**src/rtl/formula_res_buffer.sv**
```systemverilog
// Result buffer behind the formula calculator: a FWFT FIFO with valid/ready
// output plus saturating drop/overflow status counters.
module formula_res_buffer #(
    parameter int LEN      = 8,
    parameter int DEPTH    = 8,
    parameter int CNT_W    = 16,
    parameter int DROP_OVF = 0
) (
    input  logic                     clk,
    input  logic                     rst,
    input  logic [3*LEN-1:0]         in_res,
    input  logic                     in_overflow,
    input  logic                     in_vld,
    output logic [3*LEN-1:0]         out_res,
    output logic                     out_overflow,
    output logic                     out_vld,
    input  logic                     out_rdy,
    output logic [$clog2(DEPTH):0]   level,
    output logic                     full,
    output logic                     empty,
    output logic [CNT_W-1:0]         drop_cnt,
    output logic [CNT_W-1:0]         ovf_cnt,
    input  logic                     clr_cnt
);

    localparam int W  = 3 * LEN;
    localparam int AW = $clog2(DEPTH);
    localparam int LW = AW + 1;
    localparam logic FILT = (DROP_OVF != 0);

    logic [W:0]    mem [DEPTH];
    logic [AW-1:0] rd_ptr;
    logic [AW-1:0] wr_ptr;
    logic [LW-1:0] level_nxt;
    logic [W:0]    head;

    logic pop;
    logic store;
    logic push;
    logic drop;
    logic ovf_hit;

    assign pop     = ~empty & out_rdy;
    assign store   = in_vld & ~(FILT & in_overflow);
    assign push    = store & (~full | pop);
    assign drop    = store & full & ~pop;
    assign ovf_hit = in_vld & in_overflow;

    // Head is presented straight from storage; zeroed while nothing is held.
    assign head         = mem[rd_ptr];
    assign out_vld      = ~empty;
    assign out_res      = empty ? '0 : head[W-1:0];
    assign out_overflow = empty ? 1'b0 : head[W];

    always_comb begin
        level_nxt = level;
        if (push & ~pop)
            level_nxt = level + 1'b1;
        else if (pop & ~push)
            level_nxt = level - 1'b1;
    end

    always_ff @(posedge clk) begin
        if (push)
            mem[wr_ptr] <= {in_overflow, in_res};
    end

    always_ff @(posedge clk) begin
        if (rst) begin
            rd_ptr <= '0;
            wr_ptr <= '0;
            level  <= '0;
            full   <= 1'b0;
            empty  <= 1'b1;
        end else begin
            if (push)
                wr_ptr <= wr_ptr + 1'b1;
            if (pop)
                rd_ptr <= rd_ptr + 1'b1;
            level <= level_nxt;
            full  <= (level_nxt == LW'(DEPTH));
            empty <= (level_nxt == '0);
        end
    end

    // Clear wins over a same-cycle increment; both counters stick at all-ones.
    always_ff @(posedge clk) begin
        if (rst || clr_cnt) begin
            drop_cnt <= '0;
            ovf_cnt  <= '0;
        end else begin
            if (drop && !(&drop_cnt))
                drop_cnt <= drop_cnt + 1'b1;
            if (ovf_hit && !(&ovf_cnt))
                ovf_cnt <= ovf_cnt + 1'b1;
        end
    end

endmodule
```
**config.mk**
```make
export PLATFORM = sky130hd
export DESIGN_NAME = formula_res_buffer
export DESIGN_NICKNAME = d
export VERILOG_FILES = /design/src/rtl/formula_res_buffer.sv
export SDC_FILE = /design/constraint.sdc
export NUM_CORES = 1
export LEC_CHECK = 0
export CAP_MARGIN = 20
export CORE_ASPECT_RATIO = 0.5
export CORE_MARGIN = 10
export CORE_UTILIZATION = 37
export CTS_BUF_LIST = sky130_fd_sc_hd__clkbuf_4 sky130_fd_sc_hd__clkbuf_8
export DETAILED_ROUTE_END_ITERATION = 12
export SETUP_SLACK_MARGIN = 0.2
export SYNTH_ARGS = -nofsm -noshare
export SYNTH_HDL_FRONTEND = slang
export SYNTH_SLANG_ARGS = --single-unit
export TNS_END_PERCENT = 10
```
**constraint.sdc**
```tcl
create_clock -name clk -period 4.5 [get_ports clk]
set_clock_uncertainty 0.1 [all_clocks]
set_input_delay 0.675 -clock clk [delete_from_list [all_inputs] [get_ports clk]]
set_output_delay 0.675 -clock clk [all_outputs]
set_load 0.1 [all_outputs]
```
Word-level counts from Yosys, hierarchy flattened
Memory sizes are Yosys's and may differ from the RTL's. A register that Yosys moved wholly into a read port is not among the register bits.
Cells that the tools add are included.
{ "word_totals": {"inputBits": 30, "regBits": 44, "word_cells": 43, "ram_bits": 200, "memories": 1} }
{ "classes": {"n_eq_ne": 1, "n_addsub": 6, "reduce_logical": 8, "mux": 8, "bitwise_logic": 12} }
{ "memory_table": {"columns": ["memory", "depth", "word_bits", "read_ports", "rd_clocked_by_memory_dff", "wr", "line_no", "source"], "rows": [
  ["mem", 8, 25, 1, 1, 1, "31", "logic [W:0] mem [DEPTH];"]
]} }
{ "op_table": {"columns": ["cell", "count"], "rows": [
  ["16-bit by 1-bit adder with 16-bit output, second input constant", 2],
  ["16-bit AND reduction", 2],
  ["24-bit two-way mux", 1],
  ["4-bit two-way mux", 2],
  ["1-bit bitwise AND", 7],
  ["3-bit by 1-bit adder with 3-bit output, second input constant", 2],
  ["3-bit two-way mux", 2],
  ["4-bit by 1-bit adder with 4-bit output, second input constant", 1],
  ["4-bit == test, second input constant", 1],
  ["4-bit logical NOT", 1],
  ["1-bit NOT", 4],
  ["4-bit by 1-bit subtractor with 4-bit output, second input constant", 1],
  ["1-bit two-way mux", 3],
  ["1-bit logical AND", 2],
  ["1-bit logical NOT", 2],
  ["1-bit logical OR", 1],
  ["1-bit bitwise OR", 1]
]} }

Logic depth before layout (Yosys ltp)
Gate-level depths: netlist of run 1.
{ "depth": {"ltp_word": 9, "ltp_mapped": 6, "ltp_nobuf": 6} }

Worst setup path after synthesis of run 1
OpenSTA, ideal clock, no wires.
{ "synth_timing": {"path_type": "register -> register", "start": "register empty", "end": "memory mem[0][0] (netlist bit) (enable)", "setup_slack_ps": 705, "arrival_time_ps": 3257, "required_ps": 3962, "path_buffers": 0, "path_stages_with_launch": 5, "setup_ps": 438, "path_cell_list": "dfxtp_1 > nand2b_1 > a21boi_0 > nand2b_1 > nor3_1"} }
{ "synth_via": {"elab_chain_cells": 6} }
{ "synth_rtl": {"columns": ["element", "line_no", "source"], "rows": [
  ["start: declaration", "20", "output logic empty,"],
  ["start signal: assignment", "82", "empty <= (level_nxt == '0);"],
  ["1-bit NOT", "43", "assign pop = ~empty & out_rdy;"],
  ["1-bit bitwise AND", "43", null],
  ["1-bit bitwise OR", "45", "assign push = store & (~full | pop);"],
  ["1-bit bitwise AND", "45", null],
  ["1-bit two-way mux", "64", "if (push)"],
  ["1-bit two-way mux (implied by the code)", "65", "mem[wr_ptr] <= {in_overflow, in_res};"],
  ["end: declaration", "31", null]
]} }
No other way between the ends.

==> flow_results.org, run 1 <==
** Run status
- Outcome :: finished, final reports clean

** Timing
- Final-layout worst hold slack :: 382 ps
- Least-Margin Pin Slew :: slightly above 1000 ps
- Max Slew Vio Count :: 0
- Derived from the worst setup path, the maximum achievable clock frequency is 292 MHz.
- Setup violations remaining at the end of the flow were counted as 0.
- After layout, the worst path uses 76.1% of the clock period.
- After routing, the total negative slack on setup checks comes to 0 ps.
- Final Hold Vio Count :: 0
- Setup repair after global routing left no endpoint under its margin.
- Worst slew margin relative to its limit :: 31.6%
- The worst path needs 3420 ps of the cycle, external delays included.

** Power and ir drop
- Internal portion of total power :: around 0.0038 W
- Leakage :: around 3.8 nW
- Per report_power, the clock group accounts for 35.9% of the total.
- Power spread over the standard cell area amounts to 434 nW/um2.
- Worst vdd ir :: 0.147 mV
- The analysis attributes to net switching a power of between 0.001 and 0.0015 W.
- Combinational share of power :: 15.2%
- Of the total power, registers draw between 40 and 50%.
- Net switching is between 20% and 30% of the power.

** Floorplanning
- The floorplan step set the die width to 252 um.
- Std cell rows :: 42
- The die covers 34300 um2.
- Once the floorplan was initialized, standard cells occupied 37.6% of the core.
- 94 I/O pins were placed.
- Placeable Area :: 26500 um2
- Vertical die dimension :: 136 um

** Worst hold path
- The worst hold path passes through 2 cells.
- In this run the worst hold path is classified as reg2reg.
- The worst hold path begins at rd_ptr[1].

** Clock tree
- Post-CTS setup buffer count :: 0
- Post-CTS repair changed the size of 0 cells.
- CTS Buf Count :: 38
- The tree is rooted in a clkbuf_8.
- Clock edge transition at the registers on the reported setup and hold paths :: 60 ps
- CTS sink count :: 247
- CTS tree :: done
- Skew-Pair Late Insertion Delay :: 530 ps
- CTS Buffer Depth :: 3
- The clock tree synthesis step divided the H-tree into 2 levels.
- Number of hold buffers added after cts :: 0

** Global routing
- GRT Resource Usage Total :: roughly 13%
- Grt total ovfl :: 0
- The first global-routing pass estimated 34.7 mm of wire.
- The number of antenna violations at the first check in global routing was 0.
- Via count of the first global-routing pass :: 6086
- Maximum number of pins on one net before global-route repair :: 30

** Critical path
- Buffers & Inverters on Critical Path :: 2
- Traced cell by cell, the critical path runs through buf_12, mux4_2, mux2i_1, nor2_1, buf_4.
- The worst register-to-register path ends at mem[0][12].
- The slowest stage of the critical path belongs to the cell dfxtp_4.
- The worst setup path is of the reg2out kind.
- Worst Setup End Kind :: primary output
- Arr. time, crit path :: 2650 ps
- The startpoint identified for the worst register-to-register timing path is empty.
- Worst EP required :: about 3700 ps
- Among cell families on the critical path, the largest total delay comes from multiplexers.
- Reg2reg setup slack :: 1730 ps
- Startpoint types :: register
- For the worst flop-to-flop path, the logic depth is 5.
- Crit-path max cell delay :: ~700 ps
- Largest fanout of any net on the critical path :: 26

** Cells and area
- From synthesis to final layout, the design area changed by 21.6%.
- The repair_antennas step left the layout with diodes totalling 0.
- Most common cell after layout, fill and taps aside :: edfxtp_1
- The layout has 2334 filler cells.
- The post-route netlist has 22.1% of its cells at a drive strength greater than 1.
- Finished Cell Area :: between 10000 and 15000 um2
- Net count reported at finish :: approximately 770
- In the layout the commonest cells are edfxtp_1 (200), clkdlybuf4s50_1 (67), mux4_2 (50), buf_4 (45), dfxtp_1 (44).
- Leaving out filler cells and counting taps, the final layout contains 1112.

** Yosys
- Dominant register cell in the synthesized netlist :: edfxtp_1
- Of the synthesized area, sequential elements account for a little over two thirds.
- In this run, synthesis inferred 200 flip-flops with an integrated enable.
- Post-synthesis instance area :: around 10000 um2
- Averaged over all synthesized cells, the footprint is 16.4 um2.
- Post-Syn Nets :: 645
- After synthesis the netlist holds a flip-flop and latch count of roughly 250.
- Share of synthesized registers carrying an async set or reset :: 0%
- After technology mapping, the gate count stands at 609.
- Number of unique standard cell types used by synthesis :: slightly above 50
- Yosys warning count :: 0

** Route
- Post-DR wirelength/cell :: 19.9 um
- After detailed routing, the total wire length is 22.1 mm.
- The first TritonRoute pass finished after 4 iterations.
- For this block, the initial DRC count from the detailed router was 334.
- Total number of vias :: 5796
- Number of vias per cell after detailed routing :: 5.21
- Antenna Violating Nets Remaining :: 0
- For this run, design rule violations remaining after detail routing come to 0.

** Placed design
- Total cell area at the placement stage :: around 11000 um2
- Final Wtd Congestion :: about 0.74
- Port buffering added 93 buffers.
- Once detailed placement completed, the half-perimeter wirelength came to 14.1 mm.
- Placed cell count :: 1045

** Job
- Max-cap violations in this run came to 0.
[metrics by stage]
step / util, % / total power (W) / setup slack [ps]
CTS: 45.7 / 0.00534 / 945
global placement: 42.9 / 0.00343 / 935
floorplan: - / 0.00321 / 705
finish: 45.7 / 0.00526 / 1080
detailed placement: 42.9 / 0.00343 / 887
global route: 45.7 / 0.00547 / 859
[how the worst max path moves through the flow]
| stage | end | cells past startpoint | startpoint | slack, ps |
|---|---|---|---|---|
| final | out_res[22] | 5 | register | 1080 |
| after global routing | out_res[22] | 5 | register | 860 |
| after CTS | out_res[22] | 5 | register | 950 |
| after detailed placement | mem[0][17] | 6 | out_rdy | 890 |
| after global placement | mem[0][17] | 6 | out_rdy | 930 |
| after floorplan | mem[0][0] | 4 | empty | 700 |
[synth_stat cells (9+ instances only)]
| cell | number | area [um2] |
|---|---|---|
| buf_2 | 9 | 45.0 |
| dfxtp_1 | 47 | 941 |
| nor3_1 | 10 | 50.1 |
| mux4_2 | 50 | 1130 |
| clkbuf_1 | 17 | 63.8 |
| mux2i_1 | 32 | 320 |
| or4_1 | 14 | 105 |
| nand2_1 | 26 | 97.6 |
| o31ai_1 | 12 | 90.1 |
| nand3_1 | 16 | 80.1 |
| edfxtp_1 | 200 | 6010 |
| nor2_1 | 47 | 176 |
| nand4_1 | 9 | 56.3 |
| or3_1 | 11 | 68.8 |
| a21oi_1 | 28 | 140 |
[power groups by stage]
stage | Clock [W] | Combinational (W) | Sequential, W
detailed placement | 0 | 0.000812 | 0.00262
CTS | 0.00196 | 0.000814 | 0.00257
floorplan | 0 | 0.000561 | 0.00264
global placement | 0 | 0.000806 | 0.00262
finish | 0.00189 | 0.000800 | 0.00257
global route | 0.00205 | 0.000844 | 0.00258
[per-layer routing]
layer	routed length (um)	share of wire, %	vias up	global-route usage, %
met2	11200	50	107	22.4
met3	1060	4.8	35	3.60
met5	0	0	-	0
li1	-	-	2690	-
met4	376	1.7	0	4.01
met1	9540	43	2964	15.6
[flip-flops by register name, summed over array words and instances (netlist names), named ones only]
register	count
ovf_cnt	16
full	1
wr_ptr	3
rd_ptr	3
level	4
drop_cnt	16
empty	1
mem	200
[tightest hold or removal path: cells and delay by family (launching register included)]
family	cells	cell delay [ps]
flip-flops	1	310
AO/OA/AOI/OAI	1	70
AND/OR/NAND/NOR	1	50
[cell families (layout without fill, tap and decap cells)]
family                   count (synthesis)  after routing  synth area share, %
flip-flops                             247            247                 69.8
AND/OR/NAND/NOR                        162            162                 8.46
multiplexers                            82             82                 14.5
AO/OA/AOI/OAI                           69             69                 4.46
buffers and inverters                   37            188                 1.52
adder cells (fa/ha/maj)                  6              6                0.754
XOR/XNOR                                 6              6                0.528
[final cells by class]
cell class | instances | area [um2] | area share (%)
well taps | 352 | 440 | 3.64
repair buffers | 114 | 1050 | 8.66
inverters | 7 | 26.3 | 0.217
clock buffers | 51 | 633 | 5.23
clock inverters | 16 | 125 | 1.03
multi-input cells | 325 | 2890 | 23.8
flip-flops and latches | 247 | 6950 | 57.4
No activity file was read; power rests on OpenSTA's default activity.
==> inputs of run 2 (changes only) <==
clock period = 3.6 ns   (was 4.5 ns; I/O delays follow)
==> run 2 against run 1 <==
  * Total power rose by 25%
  * Final cell count barely moved
  * Register-to-register slack got worse by 370 ps
  * First-iteration DRC count fell by 7.2%
  * Worst setup slack got worse by 550 ps
  * Count of clock-buffer cells in the layout fell by 1
  * Critical path type unchanged
  * Largest power group unchanged
==> flow_results.org, run 2 (synthesis results as in run 1) <==
** Run status
- Outcome: finished, final reports clean (unchanged).

** Floorplanning
- The core area came to 26500 um2 (unchanged).
- The number of top-level pins is 94 (unchanged).
- Die Span X :: 252 um (unchanged)
- Vertical die dimension :: 136 um (unchanged)
- Initial standard-cell utilization of the core :: 37.6% (unchanged)
- DIE AREA :: 34300 um2 (unchanged)
- Std cell rows :: 42 (unchanged)

** Global routing
- The number of antenna violations at the first check in global routing was 0 (unchanged).
- Met1 GRT Util :: 15.7% (was 15.6%)
- GR Layer Usage met2 :: 21.5% (was 22.4%)
- The aggregate global-route resource usage came to 12.5% (was 12.9%).
- Via count of the first global-routing pass :: 6018 (was 6086)
- Met3 usage :: 2.93% (was 3.60%)
- Wire length of the first global-routing pass :: 33.9 mm (was 34.7 mm)
- The largest net degree at the start of global routing was 30 (unchanged).
- The residual overflow from global routing is 0 (unchanged).
- The busiest layer in global routing is met2 (unchanged).

** Placed design
- The total of buffers placed on input and output ports came to 93 (unchanged).
- The detailed-placement wirelength estimate was 13.1 mm (was 14.1 mm).
- The count of placed standard cells including taps came to 1044 (was 1045).
- Final Wtd Congestion :: 0.796 (was 0.736)
- Total cell area at the placement stage :: 11300 um2 (was 11400 um2)

** Cells and area
- The share of cells above drive strength 1 is 22.9% (was 22.1%).
- Area overhead of the layout relative to synthesis :: 21.7% (was 21.6%)
- Largest register FFs :: 200 (unchanged)
- Largest registers in the final layout :: mem x200, drop_cnt x16, ovf_cnt x16 (unchanged)
- The final net count was 768 (was 769).
- Commonest cells after routing, fill and taps aside :: edfxtp_1 (200), clkdlybuf4s50_1 (64), mux4_2 (50), buf_4 (47), dfxtp_1 (44) (was edfxtp_1 (200), clkdlybuf4s50_1 (67), mux4_2 (50), buf_4 (45), dfxtp_1 (44))
- Register with the most flip-flops :: mem (unchanged)
- Layout Cells excl Fill :: 1111 (was 1112)
- The antenna diode count is 0 (unchanged).
- The commonest non-fill, non-tap cell in the layout is edfxtp_1 (unchanged).
- Finished Cell Area :: 12100 um2 (about the same)

** Clock tree
- The number of buffers created by CTS is 37 (was 38).
- Deepest level of the CTS H-tree :: 2 (unchanged)
- Root Buffer Master :: clkbuf_8 (unchanged)
- The clock sink count was 247 (unchanged).
- The clock transition at the registers of the reported paths came to 60 ps (about the same).
- The maximum clock insertion buffer count came to 3 (unchanged).
- Skew-Pair Late Insertion Delay :: 530 ps (about the same)
- The quantity of gates resized following cts came to 0 (unchanged).
- The TritonCTS clock tree is done (unchanged).

** Route
- The sum of routed wire length over all layers came to 21.4 mm (was 22.1 mm).
- Initial drt markers :: 310 (was 334)
- Post-DR wirelength/cell :: 19.2 um (was 19.9 um)
- Antenna Violating Nets Remaining :: 0 (unchanged)
- Initial DRT Pass Iterations :: 4 (unchanged)
- The total number of vias came to 5717 (was 5796).
- The number of design rule violations left after detail routing is 0 (unchanged).
- The number of vias per cell after detailed routing is 5.15 (was 5.21).

** Critical path
- Worst Setup End Kind :: primary output (unchanged)
- The startpoint-to-endpoint class of the critical path was reg2out (unchanged).
- The endpoint arrival time on the critical path is 2440 ps (was 2650 ps).
- The launching element type of the critical path was a register (unchanged).
- The worst-path maximum fanout came to 21 (was 26).
- Worst EP required :: 2960 ps (was 3720 ps)

** Power and ir drop
- The total power of the final layout came to 0.00655 W (was 0.00526 W).
- The switching fraction of total power is 27.5% (was 27.7%).
- The leakage dissipation was 3.80 nW (was 3.78 nW).
- The peak supply drop is 0.220 mV (was 0.147 mV).
- The internal power was 0.00475 W (was 0.00380 W).
- Portion of total power attributed to sequential cells :: 48.8% (was 48.9%)
- The part of the total power dissipated in combinational logic is 15.4% (was 15.2%).
- The switching power of the nets was 0.00181 W (was 0.00146 W).
- Cell area power density :: 541 nW/um2 (was 434 nW/um2)
- Clock share of power :: 35.8% (was 35.9%)

** Timing
- The transition at the pin with the smallest max-transition slack is 1010 ps (was 1020 ps).
- RSZ-0062 raised after global routing: no (unchanged).
- The remaining max-slew budget at the tightest pin came to 32.4% (was 31.6%).
- Counting I/O delays and the setup requirement, the final critical path takes 3080 ps.
- Final setup violation count :: 0 (unchanged)
- The final number of hold-violating endpoints came to 0 (unchanged).
- Static timing analysis puts the maximum clock frequency at 325 MHz.
- Share of the clock period used by the worst path after layout :: between 80% and 90%
- Max Slew Vio Count :: 0 (unchanged)

** Worst hold path
- The class of the tightest hold or removal check is reg2reg (unchanged).

** Job
- Number of max-cap violations :: 0 (unchanged)
## run 2: path summary, 6_finish.rpt
kind / cells past startpoint / from / slack, ps / end
setup / recovery: 5 / register / 520 / out_res[5]
hold / removal: 2 / rd_ptr[1] / 390 / register
setup reg to reg: 5 / ovf_cnt[0] / 1360 / ovf_cnt[12]
hold reg to reg: 2 / rd_ptr[1] / 390 / register
## run 2: metrics by stage
step | util [%] | hold slack [ps] | worst slack, ps | TNS, ps
2_1_floorplan | - | 354 | -176 | -4410
3_3_place_gp | 42.8 | 371 | 586 | 0
3_5_place_dp | 42.8 | 387 | 511 | 0
4_1_cts | 45.7 | 397 | 310 | 0
5_1_grt | 45.7 | 429 | 361 | 0
6_report | 45.7 | 394 | 524 | 0
## run 2: repair_timing
item | in CTS | in global routing
endpoints found under the setup margin | 0 | 1
setup buffers | 0 | 1
hold buffers | 0 | 0
## run 2: cell type report
class	instances	area, um2
clock buffer	50	626
clock inverter	16	131
fill	2352	14400
inverter	7	26.3
multi-input combinational	325	2890
sequential	247	6950
tap	352	440
timing repair buffer	114	1050
## run 2: worst max-delay path: stages (launching register included)
cell	delay, ps
dfxtp_2	740
buf_12	250
mux4_2	320
mux2i_1	260
nor2_1	80
buf_4	250
## run 2: layer usage
layer | vias to the layer above | routed length (um) | part of all wire, %
met1 | 2913 | 9570 | 45
met3 | 25 | 860 | 4.0
met2 | 94 | 10600 | 50
met5 | - | 0 | 0
li1 | 2685 | - | -
met4 | 0 | 302 | 1.4
## run 2: power by group through the flow
stage	Sequential, W	Clock (W)	Combinational, W
after floorplan	0.00330	0	0.000702
after global placement	0.00327	0	0.00100
after detailed placement	0.00327	0	0.00101
after CTS	0.00321	0.00243	0.00101
after global routing	0.00321	0.00255	0.00107
final	0.00320	0.00234	0.00101
